--- src/rtl/pwm_dt_pkg.sv ---
// Shared definitions for the dead-time gate-drive stage.
//   - register word addresses of the Avalon-MM slave
//   - per-channel FSM state encoding (dt_state_t)
//   - default dead-time counter width
package pwm_dt_pkg;

    localparam int DT_W_DEFAULT = 8;

    localparam logic [3:0] ADDR_CTRL      = 4'h0;
    localparam logic [3:0] ADDR_DEADTIME  = 4'h1;
    localparam logic [3:0] ADDR_STATUS    = 4'h2;
    localparam logic [3:0] ADDR_FAULT_CNT = 4'h3;

    typedef enum logic [2:0] {
        ST_OFF        = 3'd0,
        ST_LO_ON      = 3'd1,
        ST_DEAD_TO_HI = 3'd2,
        ST_HI_ON      = 3'd3,
        ST_DEAD_TO_LO = 3'd4
    } dt_state_t;

endpackage

--- src/rtl/deadtime_channel.sv ---
// One complementary gate-drive channel: turns a single PWM level into a
// high-side / low-side enable pair separated by a programmable dead interval.
//   clk_i, reset_i : clock, synchronous active-high reset
//   en_i           : channel enable (0 forces OFF)
//   fault_i        : fault latch (1 forces OFF)
//   pwm_i          : registered PWM level
//   dead_i         : dead cycles D (0 behaves as 1), sampled only on a counter load
//   hi_o, lo_o     : gate enables, decoded from the state register only
//   state_o        : current FSM state, for probing
module deadtime_channel
    import pwm_dt_pkg::*;
#(
    parameter int DT_W = DT_W_DEFAULT
) (
    input  logic            clk_i,
    input  logic            reset_i,
    input  logic            en_i,
    input  logic            fault_i,
    input  logic            pwm_i,
    input  logic [DT_W-1:0] dead_i,
    output logic            hi_o,
    output logic            lo_o,
    output dt_state_t       state_o
);

    dt_state_t       state_q, state_d;
    logic [DT_W-1:0] cnt_q, cnt_d;
    logic [DT_W-1:0] load_val;

    // A zero dead time would let both sides overlap, so it is clamped to one cycle.
    assign load_val = (dead_i == '0) ? DT_W'(1) : dead_i;

    always_ff @(posedge clk_i) begin
        if (reset_i) begin
            state_q <= ST_OFF;
            cnt_q   <= '0;
        end else begin
            state_q <= state_d;
            cnt_q   <= cnt_d;
        end
    end

    always_comb begin
        state_d = state_q;
        cnt_d   = cnt_q;
        if (!en_i || fault_i) begin
            state_d = ST_OFF;
        end else begin
            case (state_q)
                ST_OFF: begin
                    state_d = pwm_i ? ST_DEAD_TO_HI : ST_DEAD_TO_LO;
                    cnt_d   = load_val;
                end
                ST_LO_ON: begin
                    if (pwm_i) begin
                        state_d = ST_DEAD_TO_HI;
                        cnt_d   = load_val;
                    end
                end
                ST_HI_ON: begin
                    if (!pwm_i) begin
                        state_d = ST_DEAD_TO_LO;
                        cnt_d   = load_val;
                    end
                end
                // The abort test comes first: if the PWM level has already
                // gone back, the pulse is swallowed even on the last dead cycle.
                ST_DEAD_TO_HI: begin
                    if (!pwm_i) begin
                        state_d = ST_LO_ON;
                    end else if (cnt_q == DT_W'(1)) begin
                        state_d = ST_HI_ON;
                    end else begin
                        cnt_d = cnt_q - DT_W'(1);
                    end
                end
                ST_DEAD_TO_LO: begin
                    if (pwm_i) begin
                        state_d = ST_HI_ON;
                    end else if (cnt_q == DT_W'(1)) begin
                        state_d = ST_LO_ON;
                    end else begin
                        cnt_d = cnt_q - DT_W'(1);
                    end
                end
                default: state_d = ST_OFF;
            endcase
        end
    end

    // Each output is true in exactly one state, so hi_o & lo_o cannot both be 1.
    assign hi_o    = (state_q == ST_HI_ON);
    assign lo_o    = (state_q == ST_LO_ON);
    assign state_o = state_q;

endmodule

--- src/rtl/avalon_mm_pwm_deadtime.sv ---
// Dead-time gate-drive stage with latched fault shutdown and an Avalon-MM
// 16-bit configuration slave.
//   clk, reset          : single clock, synchronous active-high reset
//   address, read,
//   readdata, write,
//   writedata           : Avalon-MM slave (CTRL, DEADTIME, STATUS, FAULT_CNT)
//   pwm_in[NCH]         : PWM levels from the PWM controller
//   fault               : asynchronous active-high external fault
//   out_hi/out_lo[NCH]  : complementary gate enables
//   fault_irq           : fault latch
//
// Bus handshake: read and write are single-cycle strobes with no waitrequest;
// a write takes effect at the edge it is sampled on, readdata carries the
// addressed register one cycle after read (value before any same-cycle write)
// and is 0 in every other cycle.
module avalon_mm_pwm_deadtime
    import pwm_dt_pkg::*;
#(
    parameter int NCH  = 4,
    parameter int DT_W = DT_W_DEFAULT
) (
    input  logic           clk,
    input  logic           reset,
    input  logic [3:0]     address,
    input  logic           read,
    output logic [15:0]    readdata,
    input  logic           write,
    input  logic [15:0]    writedata,
    input  logic [NCH-1:0] pwm_in,
    input  logic           fault,
    output logic [NCH-1:0] out_hi,
    output logic [NCH-1:0] out_lo,
    output logic           fault_irq
);

    logic [NCH-1:0]  pwm_q;
    logic            fault_meta_q, fault_s_q;
    logic            fault_latch_q, fault_latch_d;
    logic [15:0]     fault_cnt_q, fault_cnt_d;
    logic [NCH-1:0]  ctrl_q, ctrl_d;
    logic [DT_W-1:0] dt_q, dt_d;
    logic [15:0]     readdata_q, readdata_d;
    logic [15:0]     rd_mux;
    logic            clear_req;
    logic            wdata_unused;

    // Per-channel FSM states, kept visible for probes and bound checkers.
    dt_state_t       dbg_state_unused [NCH];

    assign wdata_unused = ^writedata;

    always_ff @(posedge clk) begin
        if (reset) begin
            pwm_q         <= '0;
            fault_meta_q  <= 1'b0;
            fault_s_q     <= 1'b0;
            fault_latch_q <= 1'b0;
            fault_cnt_q   <= '0;
            ctrl_q        <= '0;
            dt_q          <= '1;
            readdata_q    <= '0;
        end else begin
            pwm_q         <= pwm_in;
            fault_meta_q  <= fault;
            fault_s_q     <= fault_meta_q;
            fault_latch_q <= fault_latch_d;
            fault_cnt_q   <= fault_cnt_d;
            ctrl_q        <= ctrl_d;
            dt_q          <= dt_d;
            readdata_q    <= readdata_d;
        end
    end

    always_comb begin
        ctrl_d = ctrl_q;
        dt_d   = dt_q;
        if (write && (address == ADDR_CTRL)) begin
            ctrl_d = writedata[NCH-1:0];
        end
        if (write && (address == ADDR_DEADTIME)) begin
            dt_d = writedata[DT_W-1:0];
        end
    end

    // A live fault keeps the latch set: it wins over a clear in the same cycle
    // and makes a clear written while the fault is still present a no-op.
    assign clear_req = write && (address == ADDR_STATUS) && writedata[0];

    always_comb begin
        fault_latch_d = fault_latch_q;
        if (fault_s_q) begin
            fault_latch_d = 1'b1;
        end else if (clear_req) begin
            fault_latch_d = 1'b0;
        end
    end

    always_comb begin
        fault_cnt_d = fault_cnt_q;
        if (!fault_latch_q && fault_latch_d && (fault_cnt_q != 16'hFFFF)) begin
            fault_cnt_d = fault_cnt_q + 16'd1;
        end
    end

    always_comb begin
        rd_mux = '0;
        case (address)
            ADDR_CTRL:      rd_mux[NCH-1:0]  = ctrl_q;
            ADDR_DEADTIME:  rd_mux[DT_W-1:0] = dt_q;
            ADDR_STATUS: begin
                rd_mux[0]       = fault_latch_q;
                rd_mux[1]       = fault_s_q;
                rd_mux[4 +: NCH] = pwm_q;
            end
            ADDR_FAULT_CNT: rd_mux = fault_cnt_q;
            default:        rd_mux = '0;
        endcase
    end

    assign readdata_d = read ? rd_mux : 16'h0000;
    assign readdata   = readdata_q;
    assign fault_irq  = fault_latch_q;

    for (genvar g = 0; g < NCH; g++) begin : g_ch
        deadtime_channel #(
            .DT_W (DT_W)
        ) u_ch (
            .clk_i   (clk),
            .reset_i (reset),
            .en_i    (ctrl_q[g]),
            .fault_i (fault_latch_q),
            .pwm_i   (pwm_q[g]),
            .dead_i  (dt_q),
            .hi_o    (out_hi[g]),
            .lo_o    (out_lo[g]),
            .state_o (dbg_state_unused[g])
        );
    end

endmodule
--- config.mk ---
export PLATFORM = sky130hd
export DESIGN_NAME = avalon_mm_pwm_deadtime
export DESIGN_NICKNAME = d
export VERILOG_FILES = /design/src/rtl/pwm_dt_pkg.sv /design/src/rtl/deadtime_channel.sv /design/src/rtl/avalon_mm_pwm_deadtime.sv
export SDC_FILE = /design/constraint.sdc
export NUM_CORES = 1
export LEC_CHECK = 0
export CAP_MARGIN = 20
export CORE_ASPECT_RATIO = 0.6
export CORE_MARGIN = 3
export CORE_UTILIZATION = 30
export CTS_BUF_LIST = sky130_fd_sc_hd__clkbuf_2 sky130_fd_sc_hd__clkbuf_4 sky130_fd_sc_hd__clkbuf_8
export DETAILED_ROUTE_END_ITERATION = 10
export PLACE_DENSITY_LB_ADDON = 0.08
export SYNTH_ARGS = -nofsm -noshare
export SYNTH_HDL_FRONTEND = slang
export SYNTH_HIERARCHICAL = 1
export SYNTH_SLANG_ARGS = --single-unit
--- constraint.sdc ---
create_clock -name clk -period 2.46 [get_ports clk]
set_input_delay 0.369 -clock clk [delete_from_list [all_inputs] [get_ports clk]]
set_output_delay 0.369 -clock clk [all_outputs]
set_load 0.02 [all_outputs]
==> metrics, run 1 <==
Area after DPL 6490 sq um; Bufs and invs on worst path 3; FF-to-FF path depth 5; Overflow after GRT 0; Worst Path Required 2090 ps; die span in x 185 um; Flop pwr share 54.4%; Routability Congestion 0.834; Setup Buffers After CTS 0; DRC 0; most area-consuming cells after synthesis dfxtp_1, mux2i_1, nor2_1; DR vias 5016; area grow syn2layout 15.7%; fill cell count 1862; Critical Path Start Type flop; Switch Pwr 758 uW; # rows 38; delay-heaviest family, CP buffers and inverters; # IOs 54; Critical Path End out_hi[3]; Port Buffer Count 45; top-area cell type share of the netlist area 32.9%; Final ANT Viol Nets 0; Crit Path Category reg -> out; crit share post-route 92.0%; DPL Wire Length 11800 um; MaxCap Viol Count 0; largest net degree at the start of global routing 25; Worst slew margin 57.2%; sw frac 25.8%; Cells after Synth 643; GR Util All Layers 15.9%; clock latency on the worst-skew pair 370 ps; Internal Power 2180 uW; Routed WL per cell 17.7 um; H-tree levels 3; Worst Setup SP g_ch[3].u_ch/state_o[0]$_SDFFE_PP0P_; asr flop ratio synth 0%; Max IR drop VDD 267 uV; leakage power total 0.00234 uW; CTS tree yes; clock power share 36.5%; number of flops mapped to enable cells by yosys 0; Tot Pwr 2930 uW; Multi-input gate area 3470 sq um; initial antenna violation count 0; first-pass GRT wire length 26700 um; Num CTS Buffers 9; Final Hold Vio Count 0; drt total wl 16500 um; status finished clean; hold crit path type reg -> reg; CP Max Fanout 6; Worst Clk Skew 11.1 ps; Worst-Margin Slew 641 ps; CTS clock-pin slew for the worst setup and hold paths 100 ps; Slowest cell on crit path clkdlybuf4s50_1; f_max 442 MHz; combinational share of power 9.1%; dominant synthesized flop cell dfxtp_1; CP endpoint kind primary output; Stages on worst setup path 4; vias in the first global route 4850; slowest stage delay, CP 590 ps; final setup fails 0; final instance area 6690 sq um; DRT iter0 DRCs 295; hold_buf cts 0; largest area contributor in the netlist dfxtp_1; max-slew violation count 0; commonest non-fill, non-tap cell in the layout dfxtp_1; Die ar. 21000 sq um; sequential area share after synthesis 32.9%; Worst R2R End g_ch[0].u_ch/cnt_q[0]$_SDFFE_PP0P_; synth warn 6; clk buf depth 2; commonest cells after routing, fill and taps aside dfxtp_1, nor2_1, clkdlybuf4s50_1; Core Box Area 18500 sq um; number of synthesized register bits 95; die height 114 um; PostCTS Resize Cnt 0; CP dominant cell by count inv_1; Netlist cell types 65; Initial Utilization 31.3%; worst reg-to-reg setup slack 380 ps; Core Util, Final 36.2%; cells along the critical path inv_1 > or3_1 > inv_1 > clkdlybuf4s50_1; PD cells 439 nW/um^2; crit path DAT 1890 ps; n_diodes 0; clk root buf clkbuf_8; # clock sinks 95; syn avg cell area 8.99 sq um; Final min period 2260 ps; final setup TNS 0 ps; register area 1900 sq um; Cell Area, Synth 5780 sq um; layout net count 726; Vias/cell 5.38; syn nets 681; layout cells sized above 1 15.3%; RSZ-0062 raised after global routing no; Worst R2R Start g_ch[0].u_ch/cnt_q[0]$_SDFFE_PP0P_; Pre-antenna DRT Iters 4
[cells in the mapped netlist (all sizes together) (5+ instances only)]
cell,count
a32o,8
nand4,9
nor3b,9
a211o,20
nor3,25
nand2b,9
o32ai,16
mux2,7
and2,10
buf,29
ha,9
nor4,11
o21ai,37
o211ai,12
o2111ai,8
a211oi,24
nor2,71
a31oi,5
a21oi,10
dfxtp,95
clkbuf,14
nand3,10
xor2,12
nand2,26
a22oi,6
inv,32
nor2b,19
xnor2,12
or3,12
mux2i,25
[metrics by stage]
stage | hold slack (ps) | setup slack [ps] | std cells
after global placement | 430 | 482 | 917
after CTS | 441 | 154 | 932
final | 448 | 197 | 932
after detailed placement | 428 | 435 | 917
after floorplan | 414 | 758 | 643
after global routing | 457 | 83.7 | 932
[registers in the layout, summed over array words and instances (netlist names)]
register / count
fault_irq: 1
fault_s_q: 1
fault_meta_q: 1
g_ch.u_ch/cnt_q: 32
ctrl_q: 4
readdata: 16
fault_cnt_q: 16
pwm_q: 4
g_ch.u_ch/state_o: 12
dt_q: 8
[routing by layer]
layer	vias to the layer above	share of wire (%)	GRT usage [%]
met1	2442	55	24.3
li1	2480	-	-
met2	85	41	22.5
met4	0	0.63	3.15
met5	-	0	0
met3	9	3.9	3.86
[power by group through the flow]
stage | Clock [uW] | Combinational [uW] | Sequential, uW
finish | 1070 | 267 | 1600
global route | 1160 | 293 | 1600
CTS | 1120 | 267 | 1600
detailed placement | 0 | 266 | 1630
global placement | 0 | 263 | 1630
floorplan | 0 | 188 | 1610
[final cells by class]
class	count	share of cell area, %
Timing Repair Buffer	77	10.3
Tap cell	240	4.49
Clock buffer	11	2.08
Sequential cell	95	28.4
Inverter	36	2.02
Multi-Input combinational cell	469	51.9
Clock inverter	4	0.823
[worst reg2reg max path, delay by kind of cell (launching register included)]
kind / cells / cell delay, ps
AO/OA/AOI/OAI: 3 / 670
adder cells (fa/ha/maj): 1 / 210
flip-flops: 1 / 480
AND/OR/NAND/NOR: 1 / 630
[kinds of logic after synthesis]
group / count (synthesis) / synth area share [%]
flip-flops: 95 / 32.9
buffers and inverters: 79 / 7.06
AO/OA/AOI/OAI: 167 / 22.7
XOR/XNOR: 24 / 4.16
adder cells (fa/ha/maj): 9 / 1.95
AND/OR/NAND/NOR: 235 / 24.7
multiplexers: 34 / 6.47
[worst min path at each step]
stage,cells past startpoint,to,start
2_1_floorplan,1,fault_s_q$_SDFF_PP0_,fault_meta_q$_SDFF_PP0_
3_3_place_gp,1,fault_s_q$_SDFF_PP0_,fault_meta_q$_SDFF_PP0_
3_5_place_dp,1,fault_s_q$_SDFF_PP0_,fault_meta_q$_SDFF_PP0_
4_1_cts,2,pwm_q[0]$_SDFF_PP0_,reset
5_1_grt,2,pwm_q[0]$_SDFF_PP0_,reset
6_report,1,fault_s_q$_SDFF_PP0_,fault_meta_q$_SDFF_PP0_
Power figures use the tool's default switching activity.
==> run 2, diff against run 1 <==
--- a/config.mk
+++ b/config.mk
@@ -8,7 +8,7 @@
 export CAP_MARGIN = 20
 export CORE_ASPECT_RATIO = 0.6
 export CORE_MARGIN = 3
-export CORE_UTILIZATION = 30
+export CORE_UTILIZATION = 60
 export CTS_BUF_LIST = sky130_fd_sc_hd__clkbuf_2 sky130_fd_sc_hd__clkbuf_4 sky130_fd_sc_hd__clkbuf_8
 export DETAILED_ROUTE_END_ITERATION = 10
 export PLACE_DENSITY_LB_ADDON = 0.08
==> run 2 against run 1 <==
Net effect:
- non-clock buffer count shrank 12
- sequential cell count is the same
- critical endpoint is now out_hi[1]
- register-to-register slack lost 20 ps
==> metrics, run 2 (same netlist as run 1, synthesis figures left out) <==
status finished clean; crit share post-route 92.7% (+0.69 points); commonest cells after routing, fill and taps aside dfxtp_1, nor2_1, clkdlybuf4s50_1; clock latency on the worst-skew pair 380 ps (about the same); Largest register FFs 32 (unchanged); clk root buf clkbuf_8; Worst slew margin 49.0% (-8.2 points); Initial Utilization 62.4% (+31 points); Vias/cell 6.33 (+18%); post-placement cell count 795 (-13%); Finished Layout Cells 810 (-13%); Port Buffer Count 45 (unchanged); Worst Clk Skew 10.8 ps (-0.313 ps); largest net degree at the start of global routing 48 (+92%); Overflow after GRT 0 (unchanged); combinational share of power 9.1% (about the same); Worst R2R Start pwm_q[0]$_SDFF_PP0_; area grow syn2layout 11.9%; Die ar. 10900 sq um (-48%); CP endpoint kind primary output; drt total wl 15000 um (-8.7%); initial antenna violation count 0 (unchanged); Switch Pwr 733 uW (-3.3%); max-slew violation count 0 (unchanged); MaxCap Viol Count 0 (unchanged); CTS tree yes; Crit Path Category reg -> out; Routed WL per cell 18.6 um (+5.1%); crit path DAT 1910 ps (+20 ps); clk buf depth 2 (unchanged); layout cells sized above 1 13.8% (-1.5 points); HP Start fault_meta_q$_SDFF_PP0_; f_max 439 MHz (-0.75%); PD cells 444 nW/um^2 (+1.1%); hold crit path type reg -> reg; PostCTS Resize Cnt 0 (unchanged); FF-to-FF path depth 4 (-1); fill cell count 741 (-60%); DPL Wire Length 10400 um (-12%); Final Hold Vio Count 0 (unchanged); Setup Buffers After CTS 0 (unchanged); RSZ-0062 raised after global routing no; layout net count 714 (-1.7%); Critical Path Start Type flop; Hold Path Depth 1 (unchanged); leakage power total 0.00229 uW (-2.5%); vias in the first global route 4579 (-5.6%); clock power share 35.3% (-1.2 points); Num CTS Buffers 9 (unchanged); Internal Power 2140 uW (-1.8%); DRC 0 (unchanged); # clock sinks 95 (unchanged); Worst Path Required 2090 ps (about the same); sw frac 25.6% (-0.30 points); Max IR drop VDD 310 uV (+16%); DRT iter0 DRCs 447 (+52%); final setup TNS 0 ps (unchanged); n_diodes 0 (unchanged); DR vias 5131 (+2.3%); die span in x 133 um (-28%); CP Max Fanout 6 (unchanged); hold_buf cts 0 (unchanged); first-pass GRT wire length 24200 um (-9.5%); CTS clock-pin slew for the worst setup and hold paths 100 ps (about the same); Final min period 2280 ps (+17.0 ps); Tot Pwr 2870 uW (-2.2%); Flop pwr share 55.7% (+1.3 points); GR Util All Layers 27.8% (+12 points); Final ANT Viol Nets 0 (unchanged); # rows 27 (-29%); die height 82.0 um (-28%); final setup fails 0 (unchanged); # IOs 54 (unchanged); Worst-Margin Slew 764 ps (+122 ps); Most flops, register g_ch.u_ch/cnt_q; Pre-antenna DRT Iters 5 (+1); H-tree levels 3 (unchanged); Routability Congestion 0.933 (+12%); commonest non-fill, non-tap cell in the layout dfxtp_1; Worst Setup SP g_ch[1].u_ch/state_o[0]$_SDFFE_PP0P_; Core Box Area 9260 sq um (-50%)
run 2: cell types whose count changed in the layout (fill, tap and decap cells not counted):
cell,before,now
buf_12,0,1
buf_4,32,19
bufinv_16,1,0
clkbuf_4,2,1
clkbuf_8,9,12
clkinv_4,1,0
clkinvlp_4,1,2
inv_6,1,0
run 2: worst max-delay path, cell delays in order (launching register included):
cell             delay [ps]
dfxtp_1                 350
inv_1                   110
or3_1                   410
inv_1                    70
clkdlybuf4s50_1         590
run 2: metal layers:
layer,share of wire [%],vias to the layer above,track usage (%)
met5,0,-,0
met4,0.82,0,5.19
met3,8.2,17,6.67
met2,42,214,40.6
met1,49,2436,41.7
li1,-,2464,-
run 2: per-stage QoR:
step	utilization [%]	worst slack, ps	hold WS, ps	instance area [sq um]
2_1_floorplan	-	758	414	5780
3_3_place_gp	67.8	490	428	6280
3_5_place_dp	67.8	433	430	6280
4_1_cts	69.9	175	437	6470
5_1_grt	69.9	62.5	460	6470
6_report	69.9	180	449	6470
run 2: path summary, 6_finish.rpt:
check                                  endpoint  slack (ps)
max reg2reg  g_ch[0].u_ch/cnt_q[1]$_SDFFE_PP0P_         360
min                        fault_s_q$_SDFF_PP0_         450
max                                   out_hi[1]         180
min reg2reg                fault_s_q$_SDFF_PP0_         450
run 2: layout make-up:
type	count	area, sq um	share of cell area [%]
clock buffer	13	173	2.67
timing repair buffer	65	608	9.40
multi-input combinational	469	3470	53.7
inverter	36	135	2.09
tap	130	163	2.52
sequential	95	1900	29.4
clock inverter	2	15.0	0.232
run 2: power groups by stage:
stage / Clock (uW) / Sequential [uW] / Combinational, uW
3_5_place_dp: 0 / 1630 / 254
4_1_cts: 1020 / 1600 / 256
5_1_grt: 1090 / 1600 / 282
2_1_floorplan: 0 / 1610 / 188
3_3_place_gp: 0 / 1630 / 248
6_report: 1010 / 1600 / 260
==> run 3, diff against run 2 <==
--- a/config.mk
+++ b/config.mk
@@ -12,6 +12,7 @@
 export CTS_BUF_LIST = sky130_fd_sc_hd__clkbuf_2 sky130_fd_sc_hd__clkbuf_4 sky130_fd_sc_hd__clkbuf_8
 export DETAILED_ROUTE_END_ITERATION = 10
 export PLACE_DENSITY_LB_ADDON = 0.08
+export SETUP_SLACK_MARGIN = 0.15
 export SYNTH_ARGS = -nofsm -noshare
 export SYNTH_HDL_FRONTEND = slang
 export SYNTH_HIERARCHICAL = 1
==> run 3 against run 2 <==
Net effect:
- sequential share of layout area about the same
- critical path depth unchanged
- maximum frequency increased by 1.6%
- utilization increased by 0.095 points
- highest routed layer unchanged
==> metrics, run 3 (same netlist as run 1, synthesis figures left out) <==
status finished clean; GR Util All Layers 27.8% (unchanged); Most flops, register g_ch.u_ch/cnt_q; Worst Path Required 2090 ps (about the same); Die ar. 10900 sq um (unchanged); die height 82.0 um (unchanged); Crit Path Category reg -> out; setup ws final 216 ps (+35.4 ps); final instance area 6470 sq um (+0.14%); CP dominant cell by count inv_1; Tot Pwr 2870 uW (about the same); Area after DPL 6280 sq um (unchanged); Routability Congestion 0.933 (unchanged); crit path DAT 1880 ps (-30 ps); Setup Buffers After CTS 0 (unchanged); Slowest cell on crit path clkdlybuf4s50_1; Routed WL per cell 18.5 um (-0.47%); Switch Pwr 733 uW (about the same); hold crit path type in -> reg; Final Hold Vio Count 0 (unchanged); f_max 446 MHz (+1.6%); combinational share of power 9.0% (about the same); RSZ-0062 raised after global routing no; Final min period 2240 ps (-35.4 ps); Port Buffer Count 45 (unchanged); delay-heaviest family, CP buffers and inverters; Core Box Area 9260 sq um (unchanged); initial antenna violation count 0 (unchanged); GR met2 Demand/Resource 40.6% (unchanged); CTS tree yes; Top Usage Layer GRT met1; CP Max Fanout 2 (-4); final setup TNS 0 ps (unchanged); Final ANT Viol Nets 0 (unchanged); H-tree levels 3 (unchanged); DRT iter0 DRCs 472 (+5.6%); Worst-Margin Slew 690 ps (-73.4 ps); # IOs 54 (unchanged); fill cell count 738 (-0.40%); Critical Path Start Type flop; Initial Utilization 62.4% (unchanged); die span in x 133 um (unchanged); first-pass GRT wire length 24200 um (unchanged); Largest register FFs 32 (unchanged); drt total wl 15000 um (-0.47%); commonest non-fill, non-tap cell in the layout dfxtp_1; commonest cells after routing, fill and taps aside dfxtp_1, nor2_1, clkdlybuf4s50_1; clk root buf clkbuf_8; Bufs and invs on worst path 3 (unchanged); Worst Clk Skew 10.3 ps (-0.437 ps); DRC 0 (unchanged); CTS clock-pin slew for the worst setup and hold paths 90 ps (about the same); layout cells sized above 1 14.0% (+0.15 points); area grow syn2layout 12.0%; Flop pwr share 55.7% (about the same); DR vias 5113 (-0.35%); DPL Wire Length 10400 um (unchanged); crit share post-route 91.2% (-1.4 points); Num CTS Buffers 9 (unchanged); vias in the first global route 4579 (unchanged); dpl ws 433 ps (unchanged); # clock sinks 95 (unchanged); max-slew violation count 0 (unchanged); slowest stage delay, CP 610 ps (+20 ps); Overflow after GRT 0 (unchanged); leakage power total 0.00234 uW (+2.5%); final setup fails 0 (unchanged); sw frac 25.6% (about the same); layout net count 714 (unchanged); # rows 27 (unchanged); clk buf depth 2 (unchanged); grt met3 use 6.67% (unchanged); Max IR drop VDD 309 uV (-0.36%); CP endpoint kind primary output; Pre-antenna DRT Iters 5 (unchanged); largest net degree at the start of global routing 48 (unchanged); PD cells 443 nW/um^2 (-0.13%); clock power share 35.3% (about the same); clock latency on the worst-skew pair 380 ps (about the same); met1 usage 41.7% (unchanged); n_diodes 0 (unchanged); Internal Power 2140 uW (unchanged); MaxCap Viol Count 0 (unchanged); Vias/cell 6.31 (-0.35%); cells along the critical path inv_1 > or3_1 > inv_1 > clkdlybuf4s50_1; Worst slew margin 53.9% (+4.9 points)
run 3: routing by layer:
metal / routed length [um] / up-vias
li1: - / 2470
met1: 7310 / 2427
met2: 6350 / 204
met3: 1210 / 12
met4: 106 / 0
met5: 0 / -
run 3: area by class of cell:
type / count / area, sq um / share of cell area [%]
Clock buffer: 13 / 173 / 2.67
Clock inverter: 2 / 15.0 / 0.232
Inverter: 36 / 135 / 2.09
Multi-Input combinational cell: 469 / 3470 / 53.6
Sequential cell: 95 / 1900 / 29.4
Tap cell: 130 / 163 / 2.51
Timing Repair Buffer: 65 / 616 / 9.51
run 3: metrics by stage:
stage	instances	hold WS, ps	util (%)
2_1_floorplan	643	414	-
3_3_place_gp	795	428	67.8
3_5_place_dp	795	430	67.8
4_1_cts	810	437	69.9
5_1_grt	810	460	70.0
6_report	810	446	70.0
run 3: final timing paths:
| path | start | slack [ps] | cells past startpoint | endpoint |
|---|---|---|---|---|
| max | g_ch[2].u_ch/state_o[1]$_SDFFE_PP0P_ | 220 | 4 | out_hi[2] |
| min | reset | 450 | 2 | pwm_q[0]$_SDFF_PP0_ |
| max reg2reg | g_ch[1].u_ch/cnt_q[0]$_SDFFE_PP0P_ | 380 | 5 | g_ch[1].u_ch/cnt_q[0]$_SDFFE_PP0P_ |
| min reg2reg | fault_meta_q$_SDFF_PP0_ | 450 | 1 | fault_s_q$_SDFF_PP0_ |
run 3: worst reg2reg max path, stage by stage (launching register included):
cell and delay, ps:
dfxtp_1 490, ha_1 210, or4b_1 620, o2111ai_1 320
o21ai_1 130, a32o_1 220
run 3: power groups by stage:
| stage | logic [uW] | clock network (uW) | registers [uW] |
|---|---|---|---|
| 2_1_floorplan | 188 | 0 | 1610 |
| 3_3_place_gp | 248 | 0 | 1630 |
| 3_5_place_dp | 254 | 0 | 1630 |
| 4_1_cts | 256 | 1020 | 1600 |
| 5_1_grt | 282 | 1090 | 1600 |
| 6_report | 259 | 1010 | 1600 |
run 3: what timing repair did:
item                       4_1_cts  5_1_grt
setup endpoints to repair        0        4
gates resized for setup          0        4
hold buffers                     0        0
